**src/rtl/multicycle_control_unit.sv**
```systemverilog
// rtl/multicycle_control_unit.sv - multicycle RISC-V control FSM with memory wait watchdog
// Optional feature macro: ILLEGAL_OP_TRAP_EN (unsupported opcode traps to FAULT instead of no-op)
module multicycle_control_unit #(
    parameter int OPWIDTH    = 7,
    parameter int ALUCWIDTH  = 3,
    parameter int WAIT_LIMIT = 15
) (
    input  logic                 clk,
    input  logic                 rst_n,
    input  logic [OPWIDTH-1:0]   op,
    input  logic [2:0]           funct3,
    input  logic                 funct7b5,
    input  logic                 zero,
    input  logic                 mem_ready,
    output logic                 mem_req,
    output logic                 mem_write,
    output logic                 pc_write,
    output logic                 adr_src,
    output logic                 ir_write,
    output logic                 reg_write,
    output logic [1:0]           result_src,
    output logic [1:0]           alu_src_a,
    output logic [1:0]           alu_src_b,
    output logic [1:0]           imm_src,
    output logic [ALUCWIDTH-1:0] alu_control,
    output logic                 fault,
    output logic [3:0]           state
);

    typedef enum logic [3:0] {
        S_FETCH    = 4'd0,
        S_DECODE   = 4'd1,
        S_MEMADR   = 4'd2,
        S_MEMREAD  = 4'd3,
        S_MEMWB    = 4'd4,
        S_MEMWRITE = 4'd5,
        S_EXECR    = 4'd6,
        S_EXECI    = 4'd7,
        S_ALUWB    = 4'd8,
        S_BEQ      = 4'd9,
        S_JAL      = 4'd10,
        S_FAULT    = 4'd11
    } state_t;

    localparam logic [OPWIDTH-1:0] OP_LOAD  = OPWIDTH'(7'b0000011);
    localparam logic [OPWIDTH-1:0] OP_STORE = OPWIDTH'(7'b0100011);
    localparam logic [OPWIDTH-1:0] OP_RTYPE = OPWIDTH'(7'b0110011);
    localparam logic [OPWIDTH-1:0] OP_ITYPE = OPWIDTH'(7'b0010011);
    localparam logic [OPWIDTH-1:0] OP_BEQ   = OPWIDTH'(7'b1100011);
    localparam logic [OPWIDTH-1:0] OP_JAL   = OPWIDTH'(7'b1101111);
    localparam logic [7:0]         WAIT_MAX = 8'(WAIT_LIMIT);

    state_t     state_q;
    state_t     state_n;
    logic [7:0] wait_cnt;
    logic       timeout;

    function automatic logic [2:0] alu_decode(input logic [2:0] f3, input logic sub);
        case (f3)
            3'b000:  alu_decode = sub ? 3'b001 : 3'b000;
            3'b010:  alu_decode = 3'b010;
            3'b110:  alu_decode = 3'b011;
            3'b111:  alu_decode = 3'b100;
            default: alu_decode = 3'b000;
        endcase
    endfunction

    always_ff @(posedge clk) begin
        if (!rst_n) begin
            state_q  <= S_FETCH;
            wait_cnt <= 8'd0;
        end else begin
            state_q <= state_n;
            // Saturate so a stalled request can never wrap back below the limit
            if (mem_req && !mem_ready) begin
                if (wait_cnt != 8'hff) begin
                    wait_cnt <= wait_cnt + 8'd1;
                end
            end else begin
                wait_cnt <= 8'd0;
            end
        end
    end

    assign timeout = (wait_cnt >= WAIT_MAX);

    always_comb begin
        state_n     = state_q;
        mem_req     = 1'b0;
        mem_write   = 1'b0;
        pc_write    = 1'b0;
        adr_src     = 1'b0;
        ir_write    = 1'b0;
        reg_write   = 1'b0;
        result_src  = 2'b00;
        alu_src_a   = 2'b00;
        alu_src_b   = 2'b00;
        imm_src     = 2'b00;
        alu_control = '0;

        case (state_q)
            S_FETCH: begin
                mem_req    = 1'b1;
                alu_src_b  = 2'b10;
                result_src = 2'b10;
                if (mem_ready) begin
                    ir_write = 1'b1;
                    pc_write = 1'b1;
                    state_n  = S_DECODE;
                end
            end
            S_DECODE: begin
                alu_src_a = 2'b01;
                alu_src_b = 2'b01;
                if (op == OP_LOAD || op == OP_STORE) state_n = S_MEMADR;
                else if (op == OP_RTYPE)             state_n = S_EXECR;
                else if (op == OP_ITYPE)             state_n = S_EXECI;
                else if (op == OP_BEQ)               state_n = S_BEQ;
                else if (op == OP_JAL)               state_n = S_JAL;
                else begin
`ifdef ILLEGAL_OP_TRAP_EN
                    state_n = S_FAULT;
`else
                    state_n = S_FETCH;
`endif
                end
            end
            S_MEMADR: begin
                alu_src_a = 2'b10;
                alu_src_b = 2'b01;
                imm_src   = (op == OP_STORE) ? 2'b01 : 2'b00;
                state_n   = (op == OP_STORE) ? S_MEMWRITE : S_MEMREAD;
            end
            S_MEMREAD: begin
                mem_req = 1'b1;
                adr_src = 1'b1;
                if (mem_ready) state_n = S_MEMWB;
            end
            S_MEMWRITE: begin
                mem_req   = 1'b1;
                mem_write = 1'b1;
                adr_src   = 1'b1;
                if (mem_ready) state_n = S_FETCH;
            end
            S_MEMWB: begin
                result_src = 2'b01;
                reg_write  = 1'b1;
                state_n    = S_FETCH;
            end
            S_EXECR: begin
                alu_control = ALUCWIDTH'(alu_decode(funct3, funct7b5));
                state_n     = S_ALUWB;
            end
            S_EXECI: begin
                alu_src_b   = 2'b01;
                alu_control = ALUCWIDTH'(alu_decode(funct3, 1'b0));
                state_n     = S_ALUWB;
            end
            S_ALUWB: begin
                reg_write = 1'b1;
                state_n   = S_FETCH;
            end
            S_BEQ: begin
                alu_src_a   = 2'b10;
                imm_src     = 2'b10;
                alu_control = ALUCWIDTH'(3'b001);
                pc_write    = zero;
                state_n     = S_FETCH;
            end
            S_JAL: begin
                imm_src   = 2'b11;
                alu_src_a = 2'b01;
                alu_src_b = 2'b10;
                pc_write  = 1'b1;
                state_n   = S_ALUWB;
            end
            S_FAULT: state_n = S_FAULT;
            default: state_n = S_FAULT;
        endcase

        // A memory access stalled past the limit overrides any normal transition
        if (timeout) state_n = S_FAULT;
    end

    assign fault = (state_q == S_FAULT);
    assign state = state_q;

endmodule

```
**config.mk**
```make
export PLATFORM = sky130hd
export DESIGN_NAME = multicycle_control_unit
export DESIGN_NICKNAME = d
export VERILOG_FILES = /design/src/rtl/multicycle_control_unit.sv
export SDC_FILE = /design/constraint.sdc
export NUM_CORES = 1
export LEC_CHECK = 0
export BUFFER_PORTS_ARGS = -buffer_cell sky130_fd_sc_hd__buf_4
export CORE_MARGIN = 4
export CORE_UTILIZATION = 47
export CTS_CLUSTER_DIAMETER = 200
export DETAILED_ROUTE_END_ITERATION = 12
export PLACE_DENSITY = 0.81
export SKIP_LAST_GASP = 1
export SYNTH_ARGS = -nofsm -noshare
export SYNTH_HDL_FRONTEND = slang
export SYNTH_SLANG_ARGS = --single-unit
```
**constraint.sdc**
```tcl
create_clock -name clk -period 2 [get_ports clk]
set_input_delay 0 -clock clk [delete_from_list [all_inputs] [get_ports clk]]
set_output_delay 0 -clock clk [all_outputs]
set_load 0.005 [all_outputs]
```
[After elaboration in Yosys (flattened, before gate mapping)]
Cells that the tools add are included.
Storage, ports and cells
  output and inout port bits: 22
  logic and storage cells: 78
  register bits after elaboration: 12
Cells by class
  bitwise logic cells: 1
  equality and inequality tests: 27
  $lt $le $gt $ge: 1
  add/subtract/negate cells: 1
  reductions and logical operators: 18
  multiplexer cells: 27
Operator list (count)
  4-bit 2-to-1 mux: 9
  4-bit case mux with 7 select lines: 1
  3-bit case mux with 3 select lines: 2
  4-bit by 3-bit equality test with 1-bit output (second input constant): 4
  4-bit equality test (second input constant): 4
  7-bit by 6-bit equality test with 1-bit output (second input constant): 2
  7-bit equality test (second input constant): 2
  2-bit case mux with 2 select lines: 3
  3-bit case mux with 4 select lines: 1
  2-bit OR reduction: 6
  3-bit OR reduction: 4
  3-bit inequality test (second input constant): 3
  8-bit by 1-bit adder with 8-bit output (second input constant): 1
  4-bit by 2-bit equality test with 1-bit output (second input constant): 2
  8-bit by 4-bit greater-or-equal comparator with 1-bit output (second input constant): 1
  1-bit 2-to-1 mux: 8
  8-bit inequality test (second input constant): 1
  7-bit by 2-bit equality test with 1-bit output (second input constant): 1
  7-bit by 5-bit equality test with 1-bit output (second input constant): 1
  3-bit equality test (second input constant): 2
  2-bit inequality test (second input constant): 3
  2-bit case mux with 3 select lines: 1
  3-bit AND reduction: 2
  4-bit by 1-bit equality test with 1-bit output (second input constant): 1
  other kinds (10): 10

[Depth between registers and ports, before layout]
Gate-level depths: netlist of the first run.
  depth in word-level cells: 8
  depth in mapped cells: 6

[Worst setup path after synthesis of the first run]
Ideal clock, no wire load.
  kind: reg-to-reg
  start: register wait_cnt[0]
  end: register state_q[3], in the netlist state[3]
  stages on the path, launching flop included: 6
  path slack: 0.329 ns
  clock period less this slack: 1.671 ns
  data arrival time: 1.550 ns
  cell sequence: dfxtp_1 ha_1 a31oi_1 nor4b_2 nand3b_1 o311a_1
On the way
  word-level cells in the longest chain between the ends: 3
  elaborated cells between the ends (all ways): 6
  those cells by class: order compare: 1; eq/ne: 3; mux: 1; reduce/logical: 1
RTL lines
  start, declared: RTL line 55  | logic [7:0] wait_cnt;
  start signal, assigned: RTL line 77  | wait_cnt <= wait_cnt + 8'd1;
  8-bit by 4-bit greater-or-equal comparator with 1-bit output (*): RTL line 85  | assign timeout = (wait_cnt >= WAIT_MAX);
  3-bit inequality test (no source line)
  3-bit AND reduction (no source line)
  end signal, assigned: RTL line 73  | state_q <= state_n;
  end, declared: RTL line 53  | state_t state_q;
Every way passes the cells marked *; elsewhere a longest branch is shown, timed or not.
A chain may end at the register's enable or synchronous reset.

[Worst setup path after layout of the first run]
Same ends and word-level chain as after synthesis.

==> results of run 1 <==
## area by class of cell
| class | count | area share [%] |
|---|---|---|
| multi-input combinational | 106 | 51.6 |
| timing repair buffer | 42 | 24.2 |
| sequential | 12 | 18.4 |
| clock buffer | 4 | 2.79 |
| tap | 25 | 2.40 |
| inverter | 2 | 0.576 |
## metrics by stage
step | instance area, um^2 | util, % | setup WS [ns] | std cells | hold WS (ns)
floorplan | 940 | - | 0.329 | 125 | 0.0330
global placement | 1270 | 70.3 | 0.307 | 187 | 0.256
detailed placement | 1270 | 70.3 | 0.218 | 187 | 0.258
CTS | 1300 | 72.3 | 0.191 | 191 | 0.00453
global route | 1300 | 72.3 | 0.0274 | 191 | 0.00445
finish | 1300 | 72.3 | 0.178 | 191 | 0.0122
## worst reg2reg max path, delay by kind of cell (launching register included)
kind                     cells  cell delay (ns)
adder cells (fa/ha/maj)      1             0.25
flip-flops                   1             0.35
AND/OR/NAND/NOR              2             0.50
AO/OA/AOI/OAI                2             0.61
## state kept, by name, summed over array words and instances, names as in the netlist
signal / count
state: 4
wait_cnt: 8
## routing by layer
layer  global-route usage (%)  part of all wire, %  up-vias
li1                         -                    -      556
met1                     25.1                   44      519
met2                     34.3                   47       45
met3                     5.70                  7.1        8
met4                     7.66                  2.1        0
met5                        0                    0        -
## logic make-up after synthesis
kind of cell	after synthesis	share of synthesized area, %
adders and majority gates	1	1.33
buffers and inverters	7	2.93
muxes	3	3.20
DFF	12	25.6
AOI/OAI and AO/OA	30	22.8
xor gates and xnor gates	5	4.66
and+or+nand+nor	67	39.5
## final timing paths
check / startpoint / end / slack (ns) / depth (start not counted)
worst max-delay path: wait_cnt[0]$_SDFFE_PN0P_ / state[3]$_SDFFE_PN0P_ / 0.18 / 5
worst min-delay path: rst_n / state[3]$_SDFFE_PN0P_ / 0.01 / 2
worst max register to register: wait_cnt[0]$_SDFFE_PN0P_ / state[3]$_SDFFE_PN0P_ / 0.18 / 5
worst min register to register: wait_cnt[1]$_SDFFE_PN0P_ / wait_cnt[1]$_SDFFE_PN0P_ / 0.52 / 2
## cell usage in the layout, fill, tap and decap left out, types with 4 or more instances in the layout
| cell type | n |
|---|---|
| sky130_fd_sc_hd__buf_4 | 42 |
| sky130_fd_sc_hd__nand2b_1 | 4 |
| sky130_fd_sc_hd__nand4_1 | 4 |
| sky130_fd_sc_hd__dfxtp_1 | 12 |
| sky130_fd_sc_hd__o21ai_0 | 5 |
| sky130_fd_sc_hd__nand2_1 | 11 |
| sky130_fd_sc_hd__nor2_1 | 17 |
| sky130_fd_sc_hd__nor3_1 | 5 |
| sky130_fd_sc_hd__a21oi_1 | 6 |
## report_power, final
| part | internal [mW] | total [mW] | switching, mW | leakage [nW] |
|---|---|---|---|---|
| logic | 0.451 | 0.866 | 0.415 | 0.432 |
| clock network | 0.111 | 0.190 | 0.0797 | 0.0210 |
| registers | 0.274 | 0.320 | 0.0458 | 0.0974 |
| total | 0.836 | 1.38 | 0.540 | 0.550 |
## synthesized netlist by cell type, types with 2 or more instances
library cell	number	area share [%]
sky130_fd_sc_hd__a211oi_1	2	1.6
sky130_fd_sc_hd__a21boi_0	2	1.6
sky130_fd_sc_hd__a21oi_1	6	3.2
sky130_fd_sc_hd__a31oi_1	2	1.3
sky130_fd_sc_hd__and2_1	2	1.3
sky130_fd_sc_hd__and3_1	2	1.3
sky130_fd_sc_hd__clkbuf_1	3	1.2
sky130_fd_sc_hd__dfxtp_1	12	26
sky130_fd_sc_hd__inv_1	2	0.80
sky130_fd_sc_hd__mux2i_1	3	3.2
sky130_fd_sc_hd__nand2_1	11	4.4
sky130_fd_sc_hd__nand2b_1	4	2.7
sky130_fd_sc_hd__nand3_1	2	1.1
sky130_fd_sc_hd__nand3b_1	2	1.6
sky130_fd_sc_hd__nand4_1	4	2.7
sky130_fd_sc_hd__nor2_1	17	6.8
sky130_fd_sc_hd__nor2b_1	2	1.3
sky130_fd_sc_hd__nor3_1	5	2.7
sky130_fd_sc_hd__nor3b_1	3	2.4
sky130_fd_sc_hd__nor4b_1	2	1.9
sky130_fd_sc_hd__o211ai_1	2	1.6
sky130_fd_sc_hd__o21ai_0	5	2.7
sky130_fd_sc_hd__o221a_1	2	2.4
sky130_fd_sc_hd__o32ai_1	2	1.9
sky130_fd_sc_hd__or2_1	2	1.3
sky130_fd_sc_hd__or3_1	2	1.3
sky130_fd_sc_hd__xnor2_1	2	1.9
sky130_fd_sc_hd__xor2_1	3	2.8
==> insert_results.sql, run 1 <==
INSERT INTO impl_metrics (metric_group, metric, value, unit) VALUES
('final_layout', 'ff_latch_area', '240', 'um^2'),
('worst_setup_path', 'cp_top_family', 'compound AO/OA/AOI/OAI gates', ''),
('floorplan', 'start_util', '52.2', '%'),
('cts', 'ctsHoldBuffers', '0', ''),
('power', 'power_leakage', '0.550', 'nW'),
('cts', 'clock_pin_slew_on_the_worst_setup_and_hold_paths', '0.07', 'ns'),
('cts', 'cts_buffers', '3', ''),
('job', 'timing.max_cap.violations', '0', ''),
('drt', 'detail_route.first_pass.iterations', '4', ''),
('global_route', 'largest_net_degree_at_the_start_of_global_routing', '18', ''),
('yosys', 'postSynth.topFlopCell', 'sky130_fd_sc_hd__dfxtp_1', ''),
('sta', 'min_period_over_period', '91.1', '%'),
('yosys', 'post_synth_num_cell_types', '45', ''),
('drt', 'route.final.wire_length', '2650', 'um'),
('global_route', 'antenna_violations_before_repair', '0', ''),
('worst_setup_path', 'worst_ep_required_time', '2.16', 'ns'),
('final_layout', 'layout-drive-gt1-share', '29.5', '%'),
('cts', 'clock_insertion_delay_worst_skew', '0.27', 'ns'),
('final_layout', 'areaGrowthSynthToFinish', '38.6', '%'),
('worst_setup_path', 'timing.critical_path.cells', 'ha_1 > a31oi_1 > nor4b_2 > nand3b_1 > o311a_1', ''),
('sta', 'slew_violations', '0', ''),
('floorplan', 'die_w', '52.7', 'um'),
('yosys', 'synth_enable_flop_cells', '0', ''),
('power', 'power.density_cell_area', '1060', 'mW/mm^2'),
('hold_path', 'hold_class', 'in -> reg', ''),
('sta', 'slew_headroom', '70.1', '%'),
('placement', 'gp_congestion', '0.809', ''),
('global_route', 'track_usage', '20.7', '%'),
('worst_setup_path', 'worstPathBufferInverterCount', '0', ''),
('drt', 'postRouteAntennaNets', '0', ''),
('placement', 'place.detailed.hpwl', '2070', 'um'),
('yosys', 'synthesis.nets', '141', ''),
('worst_setup_path', 'critPathSlowestCell', 'sky130_fd_sc_hd__o311a_1', ''),
('sta', 'fmax', '0.549', 'GHz'),
('worst_setup_path', 'worstSetupStartpointType', 'flip-flop', ''),
('power', 'vdd.ir_drop.worst', '779', 'uV'),
('sta', 'setup_violations', '0', ''),
('cts', 'clock_tree_from_tritoncts', 'built', ''),
('global_route', 'grt.overflow.total', '0', ''),
('drt', 'drt_drc_violations_left', '0', ''),
('final_layout', 'finish.net_count', '183', ''),
('sta', 'rsz_0062_raised_after_global_routing', 'no', ''),
('yosys', 'syn_area_per_cell', '7.52', 'um^2'),
('power', 'total_power', '1.38', 'mW'),
('worst_setup_path', 'critPathCaptureType', 'flip-flop', ''),
('global_route', 'grt_first_pass_wirelength', '4370', 'um'),
('cts', 'ctsHtreeMaxLevel', '1', ''),
('worst_setup_path', 'worst-endpoint-arrival', '1.98', 'ns'),
('yosys', 'synth_seq_area_share', '25.6', '%'),
('yosys', 'register_bit_total_from_synthesis', '12', ''),
('cts', 'cts.sink_count', '12', ''),
('yosys', 'post_synth_inst_count', '125', ''),
('cts', 'cts_repair_resize_count', '0', ''),
('drt', 'route.vias.total', '1128', ''),
('final_layout', 'filler_cell_count', '161', ''),
('final_layout', 'num_antenna_cells', '0', ''),
('sta', 'setup_tns', '0', 'ns'),
('yosys', 'asyncSetResetFlopFracSynth', '0', '%'),
('cts', 'post_cts_setup_repair_bufs', '0', ''),
('worst_setup_path', 'worstPathMaxFanout', '5', ''),
('global_route', 'grt_pass1_vias', '1039', ''),
('worst_setup_path', 'slowest_stage_delay_on_critical_path', '0.38', 'ns'),
('yosys', 'ys_warn_count', '0', ''),
('sta', 'finalWorstPathRequiredPeriod', '1.82', 'ns'),
('final_layout', 'multi_input_logic_area', '672', 'um^2'),
('sta', 'slew_at_the_pin_closest_to_its_max_slew_limit', '0.448', 'ns'),
('sta', 'worst_clk_skew', '0.00309', 'ns'),
('placement', 'portBuffers', '36', ''),
('floorplan', 'ios', '37', ''),
('floorplan', 'std_cell_rows', '15', ''),
('outcome', 'status', 'complete, no violations', ''),
('floorplan', 'die_area', '0.00278', 'mm^2'),
('drt', '1st_iter_drt_viols', '26', ''),
('sta', 'finalHoldViolations', '0', ''),
('cts', 'clk_root_buffer_cell', 'sky130_fd_sc_hd__clkbuf_4', ''),
('floorplan', 'die_h', '52.7', 'um'),
('cts', 'max-clock-path-buffers', '2', ''),
('yosys', 'syn-cell-area', '940', 'um^2'),
('worst_setup_path', 'worstSetupPathType', 'reg -> reg', ''),
('drt', 'avgViaCountPerCell', '5.91', ''),
('floorplan', 'core_area', '0.00180', 'mm^2'),
('drt', 'wire_per_inst', '13.9', 'um');
Power figures use the tool's default switching activity.
==> inputs of run 2 (changes only) <==
Settings changed: CORE_MARGIN 4 to unset, SETUP_SLACK_MARGIN set to 0.5.
==> insert_results.sql, run 2 (synthesized netlist as in run 1, its figures left out) <==
INSERT INTO impl_metrics (metric_group, metric, value, unit) VALUES
('outcome', 'status', 'complete, no violations', ''),
('hold_path', 'timing.hold.worst_path_depth', '5', ''),
('floorplan', 'die_w', '46.7', 'um'),
('final_layout', 'largest_reg_flops', '8', ''),
('global_route', 'grt_pass1_vias', '1086', ''),
('worst_setup_path', 'reg2reg_from', 'wait_cnt[1]$_SDFFE_PN0P_', ''),
('placement', 'portBuffers', '36', ''),
('global_route', 'grt.overflow.total', '0', ''),
('placement', 'place.detailed.hpwl', '1890', 'um'),
('sta', 'slew_at_the_pin_closest_to_its_max_slew_limit', '0.340', 'ns'),
('sta', 'fin_worst_hold_slack', '0.228', 'ns'),
('floorplan', 'core_area', '0.00180', 'mm^2'),
('floorplan', 'start_util', '52.2', '%'),
('sta', 'fmax', '0.603', 'GHz'),
('sta', 'setup_tns', '0', 'ns'),
('drt', 'avgViaCountPerCell', '6.18', ''),
('cts', 'clock_insertion_delay_worst_skew', '0.28', 'ns'),
('hold_path', 'hold_path.startpoint', 'op[0]', ''),
('floorplan', 'die_area', '0.00218', 'mm^2'),
('power', 'total_power', '1.63', 'mW'),
('global_route', 'grt_first_pass_wirelength', '4870', 'um'),
('drt', '1st_iter_drt_viols', '58', ''),
('placement', 'placed_area', '0.00125', 'mm^2'),
('final_layout', 'layout-drive-gt1-share', '46.4', '%'),
('global_route', 'track_usage', '31.5', '%'),
('worst_setup_path', 'worstPathMaxFanout', '3', ''),
('sta', 'finalWorstPathRequiredPeriod', '1.66', 'ns'),
('final_layout', 'final_util', '86.7', '%'),
('final_layout', 'post_layout_nonfiller_instances', '204', ''),
('final_layout', 'layout.cells.most_common_list', 'sky130_fd_sc_hd__buf_4 (53), sky130_fd_sc_hd__nor2_1 (14), sky130_fd_sc_hd__nand2_1 (10)', ''),
('sta', 'rsz_0062_raised_after_global_routing', 'yes', ''),
('final_layout', 'num_antenna_cells', '0', ''),
('cts', 'clock_pin_slew_on_the_worst_setup_and_hold_paths', '0.08', 'ns'),
('global_route', 'antenna_violations_before_repair', '0', ''),
('cts', 'cts.sink_count', '12', ''),
('final_layout', 'filler_cell_count', '95', ''),
('sta', 'min_period_over_period', '82.9', '%'),
('power', 'vdd.ir_drop.worst', '785', 'uV'),
('final_layout', 'finish.net_count', '196', ''),
('power', 'power_leakage', '0.661', 'nW'),
('drt', 'drt_drc_violations_left', '0', ''),
('global_route', 'largest_net_degree_at_the_start_of_global_routing', '19', ''),
('worst_setup_path', 'worstSetupStartpointType', 'flip-flop', ''),
('power', 'power.density_cell_area', '1040', 'mW/mm^2'),
('worst_setup_path', 'critPathCaptureType', 'flip-flop', ''),
('floorplan', 'std_cell_rows', '15', ''),
('drt', 'route.final.wire_length', '3480', 'um'),
('worst_setup_path', 'worst_ep_required_time', '2.17', 'ns'),
('drt', 'postRouteAntennaNets', '0', ''),
('sta', 'slew_headroom', '77.3', '%'),
('placement', 'gp_congestion', '0.791', ''),
('placement', 'worst_slack_at_placement', '0.303', 'ns'),
('worst_setup_path', 'end_of_the_worst_register_to_register_path', 'state[3]$_SDFFE_PN0P_', ''),
('sta', 'setup_violations', '0', ''),
('worst_setup_path', 'worst-r2r-setup-slack', '0.34', 'ns'),
('final_layout', 'layout_commonest_cell', 'sky130_fd_sc_hd__buf_4', ''),
('hold_path', 'hold_class', 'in -> reg', ''),
('final_layout', 'areaGrowthSynthToFinish', '66.3', '%'),
('cts', 'max-clock-path-buffers', '2', ''),
('hold_path', 'hold_path_end', 'state[2]$_SDFFE_PP0P_', ''),
('drt', 'detail_route.first_pass.iterations', '4', ''),
('worst_setup_path', 'worstSetupPathType', 'reg -> reg', ''),
('cts', 'cts_buffers', '3', ''),
('drt', 'wire_per_inst', '17.1', 'um'),
('placement', 'post-place-cells', '183', ''),
('sta', 'worst_clk_skew', '0.00399', 'ns'),
('sta', 'post-route-worst-setup-slack', '0.343', 'ns'),
('cts', 'ctsHtreeMaxLevel', '1', ''),
('floorplan', 'die_h', '46.7', 'um'),
('sta', 'slew_violations', '0', ''),
('cts', 'clock_tree_from_tritoncts', 'built', ''),
('final_layout', 'design_area', '0.00156', 'mm^2'),
('cts', 'clk_root_buffer_cell', 'sky130_fd_sc_hd__clkbuf_4', ''),
('drt', 'route.vias.total', '1261', ''),
('final_layout', 'largest_register', 'wait_cnt', ''),
('worst_setup_path', 'rr_worst_depth', '5', ''),
('job', 'timing.max_cap.violations', '0', ''),
('sta', 'finalHoldViolations', '0', ''),
('floorplan', 'ios', '37', ''),
('worst_setup_path', 'worst-endpoint-arrival', '1.83', 'ns');
[run 2: cell types whose count changed in the layout (fill, tap and decap cells not counted), sizes merged]
cell,delta
buf,+12
dlygate4sd3,+1
[run 2: worst max-delay path by stage]
stage	start	endpoint	cells after the start
floorplan	state[2]$_SDFFE_PP0P_	state[1]$_SDFFE_PN0P_	4
global placement	state[2]$_SDFFE_PP0P_	state[1]$_SDFFE_PN0P_	4
detailed placement	state[2]$_SDFFE_PP0P_	state[1]$_SDFFE_PN0P_	4
CTS	wait_cnt[0]$_SDFFE_PN0P_	state[3]$_SDFFE_PN0P_	5
global route	wait_cnt[1]$_SDFFE_PN0P_	state[3]$_SDFFE_PN0P_	5
finish	wait_cnt[1]$_SDFFE_PN0P_	state[3]$_SDFFE_PN0P_	5
[run 2: critical path, cell delays in order (launching register included)]
cell and delay, ns:
sky130_fd_sc_hd__dfxtp_4 0.36, sky130_fd_sc_hd__ha_4 0.17, sky130_fd_sc_hd__a31oi_4 0.18, sky130_fd_sc_hd__nor4b_4 0.32
sky130_fd_sc_hd__nand3b_1 0.20, sky130_fd_sc_hd__o311a_1 0.31
[run 2: area by class of cell]
class | count | area, um^2 | share of cell area, %
inverter | 2 | 7.51 | 0.480
multi-input combinational | 106 | 810 | 51.8
timing repair buffer | 55 | 423 | 27.1
sequential | 12 | 255 | 16.3
tap | 25 | 31.3 | 2.00
clock buffer | 4 | 36.3 | 2.32
[run 2: layer usage]
metal / global-route usage, % / vias up / part of all wire, %
li1: - / 579 / -
met1: 36.9 / 590 / 38
met2: 53.9 / 73 / 49
met3: 6.27 / 19 / 9.8
met4: 16.6 / 0 / 3.6
met5: 0 / - / 0
[run 2: timing repair]
item / CTS / global route
resized for setup: 16 / 15
pin swaps: 6 / 14
hold endpoints to repair: 1 / 0
endpoints found under the setup margin: 15 / 17
hold buffers: 1 / 0
setup buffers: 10 / 6
[run 2: report_power, final]
group / internal [mW] / switching, mW / total, mW
Sequential: 0.283 / 0.0563 / 0.339
Combinational: 0.576 / 0.519 / 1.09
Clock: 0.111 / 0.0866 / 0.197
